===== src/rtl/alu.sv =====
// Execute-stage integer ALU: one registered result per clock, plus negative/zero flags.
// Synchronous active-low reset clears the result and reports zero.
module alu #(
  parameter int WIDTH = 32
) (
  input  logic             clk,
  input  logic             rst_n,
  input  logic [WIDTH-1:0] in1,
  input  logic [WIDTH-1:0] in2,
  input  logic [3:0]       op,
  output logic [WIDTH-1:0] result,
  output logic             negative,
  output logic             zero
);

  localparam int SHW = $clog2(WIDTH);

  localparam logic [3:0] OP_ADD  = 4'b0000;
  localparam logic [3:0] OP_SUB  = 4'b0001;
  localparam logic [3:0] OP_SLL  = 4'b0010;
  localparam logic [3:0] OP_SLT  = 4'b0011;
  localparam logic [3:0] OP_SLTU = 4'b0100;
  localparam logic [3:0] OP_XOR  = 4'b0101;
  localparam logic [3:0] OP_SRL  = 4'b0110;
  localparam logic [3:0] OP_SRA  = 4'b0111;
  localparam logic [3:0] OP_OR   = 4'b1000;
  localparam logic [3:0] OP_AND  = 4'b1001;

  logic [SHW-1:0]   shamt;
  logic             lt_s, lt_u;
  logic [WIDTH-1:0] res_d;

  // Only the low bits of in2 select the shift distance; the rest are ignored.
  assign shamt = in2[SHW-1:0];
  assign lt_s  = $signed(in1) < $signed(in2);
  assign lt_u  = in1 < in2;

  always_comb begin
    res_d = '0;
    case (op)
      OP_ADD:  res_d = in1 + in2;
      OP_SUB:  res_d = in1 - in2;
      OP_SLL:  res_d = in1 << shamt;
      OP_SLT:  res_d = {{(WIDTH-1){1'b0}}, lt_s};
      OP_SLTU: res_d = {{(WIDTH-1){1'b0}}, lt_u};
      OP_XOR:  res_d = in1 ^ in2;
      OP_SRL:  res_d = in1 >> shamt;
      OP_SRA:  res_d = $unsigned($signed(in1) >>> shamt);
      OP_OR:   res_d = in1 | in2;
      OP_AND:  res_d = in1 & in2;
      default: res_d = '0;
    endcase
  end

  always_ff @(posedge clk) begin
    if (!rst_n) begin
      result   <= '0;
      negative <= 1'b0;
      zero     <= 1'b1;
    end else begin
      result   <= res_d;
      negative <= res_d[WIDTH-1];
      zero     <= (res_d == '0);
    end
  end

endmodule


===== config.mk =====
export PLATFORM = sky130hd
export DESIGN_NAME = alu
export DESIGN_NICKNAME = d
export VERILOG_FILES = /design/src/rtl/alu.sv
export SDC_FILE = /design/constraint.sdc
export NUM_CORES = 1
export LEC_CHECK = 0
export BUFFER_PORTS_ARGS = -buffer_cell sky130_fd_sc_hd__buf_2
export CORE_MARGIN = 2
export CORE_UTILIZATION = 42
export CTS_CLUSTER_DIAMETER = 100
export DETAILED_ROUTE_END_ITERATION = 8
export SYNTH_ARGS = -nofsm -noshare
export SYNTH_HDL_FRONTEND = slang
export SYNTH_SLANG_ARGS = --single-unit

===== constraint.sdc =====
create_clock -name clk -period 7.5 [get_ports clk]
set_input_delay 0 -clock clk [delete_from_list [all_inputs] [get_ports clk]]
set_output_delay 0 -clock clk [all_outputs]
set_load 0.1 [all_outputs]

==> results.ini <==
[global_route]
antenna_found_initial=0
grt_max_degree=57
grt_pass1_wl_um=74100
gr-usage-all-layers=0.367
grt_pass1_vias=11400
grt_overflow=0

[placed_design]
dp_hpwl_um=39000
postPlaceCellArea_sq_um=11300
gp_congestion=1.00
portBuffers=103
dp_cells=1768

[synth]
synth_area_sq_um=10700
synth_seq_cells=33
syn_avg_cell_area_sq_um=7.44
synth_area_leader_cell=ha_1
synth_cell_types=85
synth_top_family_by_area=compound AO/OA/AOI/OAI gates
synthMuxAreaShare=0.190
synth-simple-area-share=0.216
synth_area_leaders=ha_1 (12%), mux4_2 (8.8%), dfxtp_1 (6.2%)
postSynthNetCount=1609
synth_compound_area_frac=0.325
synth_cells=1438
ys_seq_area_frac=0.0617
synth_warnings=0
async_flop_share=0
synth_xor_area_frac=0.00573
synth_ff_type=dfxtp_1
synth_edf_count=0
synthAdderAreaFrac=0.120
netlist.area_leader.share=0.116

[run]
cap_violations=0

[finish]
syn_to_final_growth_pct=6.97
drive_above_1_share=0.151
diodes=0
fin_area_sq_um=11400
finalNetCount=1616
instances_no_fill=1776

[critical_path]
critPathBufInv=2
crit_path_end_kind=flop
crit_family=compound AO/OA/AOI/OAI gates
cp_cell_sequence=buf_2 > inv_2 > ha_1 > nor3_1 > o31ai_1 > a311oi_1 > o31ai_1 > a21oi_1 > o311a_1 > a211oi_1 > nor4bb_1 > nand4b_1 > o21ai_1
path_common_cell=o31ai_1
critical_path.slowest_cell=o31ai_1
path_max_fanout=41
crit_type=input pin to flop
arrival_ns=4.78
start_kind=input pin
cp.required_ns=7.72
cp_slowest_stage_delay_ns=0.69

[clock_network]
holdBufCountCts=0
root_buffer=clkbuf_16
cts_buffers=5
cts.sinks=33
path_clk_slew_ns=0.06
cts_tree=done
cts_setup_buffers=0
clk_path_buf_depth=2
cts_resized=0
cts_max_level=2

[routing]
routed_wl_um=49900
drc=0
viasPerCell=7.02
vias=12500
dr.pass1.iters=8
ant_nets=0
drt-wirelength-per-cell_um=28.1
drt_iter0_markers=1550

[hold_path]
min_from=rst_n
holdPathEnd=zero
whs_path_depth=2
hp-class=input pin to flop

[timing]
finalHoldViolations=0
finalCriticalPeriod_ns=4.55
slew_headroom=0.162
rsz0062_at_grt=false
slew_viol_final=0
max_freq_mhz=220
final.setup.tns_ns=0
holdWs_ns=0.234
tightest_slew_ns=1.24
setup_viol=0
min_period_over_period=0.607

[pwr]
fin_total_pwr_mw=1.34
peakVddDrop_mv=0.107
p_leak_nw=4.84
power.density_nw_per_um2=117

[floorplanning]
start_util=0.426
die-area_sq_um=26800
ios=104
coreArea_sq_um=25100
die_h_um=164
die_width_um=164
row_count=58

[outcome]
run_status=completed

## power by group
group | internal [mW] | total, mW | switching (mW)
Clock | 0.122 | 0.211 | 0.0889
Sequential | 0.193 | 0.196 | 0.00338
Combinational | 0.287 | 0.932 | 0.645
## through the flow
stage                      util  worst slack [ns]
after global placement    0.450              2.81
after detailed placement  0.450              2.81
after CTS                 0.456              3.11
after global routing      0.456              2.68
final                     0.456              2.95
after floorplan               -              3.45
## per-layer routing
metal | vias up | track usage | share of wire
met3 | 123 | 0.0556 | 0.098
met1 | 6056 | 0.517 | 0.42
met5 | - | 0 | 0
li1 | 5531 | - | -
met4 | 0 | 0.125 | 0.040
met2 | 761 | 0.568 | 0.44
## area by class of cell
| class | count | area [sq um] |
|---|---|---|
| inverter | 96 | 360 |
| fill | 2683 | 13700 |
| clock buffer | 6 | 129 |
| sequential | 33 | 661 |
| tap | 330 | 413 |
| timing repair buffer | 122 | 661 |
| multi-input combinational | 1187 | 9210 |
| clock inverter | 2 | 10.0 |
## synthesized netlist by cell type (all sizes together), types with 15 or more instances
cell	count
nor2	104
ha	99
nand2	98
inv	96
a21oi	93
clkbuf	91
o21ai	76
nor3	54
mux2i	51
mux4	48
mux2	36
o211ai	35
dfxtp	33
o22ai	33
buf	31
nor2b	26
and2	25
a211oi	24
nand3	24
a21o	23
a22oi	23
nand4	21
a221oi	17
nor4	16
a31oi	15
nand2b	15
## state kept, by name (all words and copies together) (netlist names)
signal,count
result,32
zero,1
## placed cells by master, fill, tap and decap left out, types with 25 or more instances in the layout
master    synthesis  layout
nand2_1          98      98
nor2_1          104     104
and2_1           25      25
mux2i_1          51      51
a21oi_1          93      93
o21ai_0          67      67
inv_1            94      94
o22ai_1          32      32
nor3_1           54      53
nor2b_1          26      26
buf_2            14     102
mux4_2           42      42
ha_1             99      99
o211ai_1         34      34
dfxtp_1          33      33
## kinds of logic (layout without fill, tap and decap cells)
logic type,after synthesis,in the layout
AND/OR/NAND/NOR,449,449
multiplexers,135,135
flip-flops,33,33
AO/OA/AOI/OAI,495,495
buffers and inverters,218,226
XOR/XNOR,7,7
adder cells (fa/ha/maj),101,101
## how the worst max path moves through the flow
stage / start / to / slack [ns] / cells past startpoint
after floorplan: in2[2] / zero / 3.45 / 16
after global placement: in2[2] / zero / 2.81 / 13
after detailed placement: in2[2] / zero / 2.81 / 13
after CTS: in2[2] / zero / 3.11 / 13
after global routing: in2[2] / zero / 2.68 / 13
final: in2[2] / zero / 2.95 / 13
(Power assumes the default switching activity.)
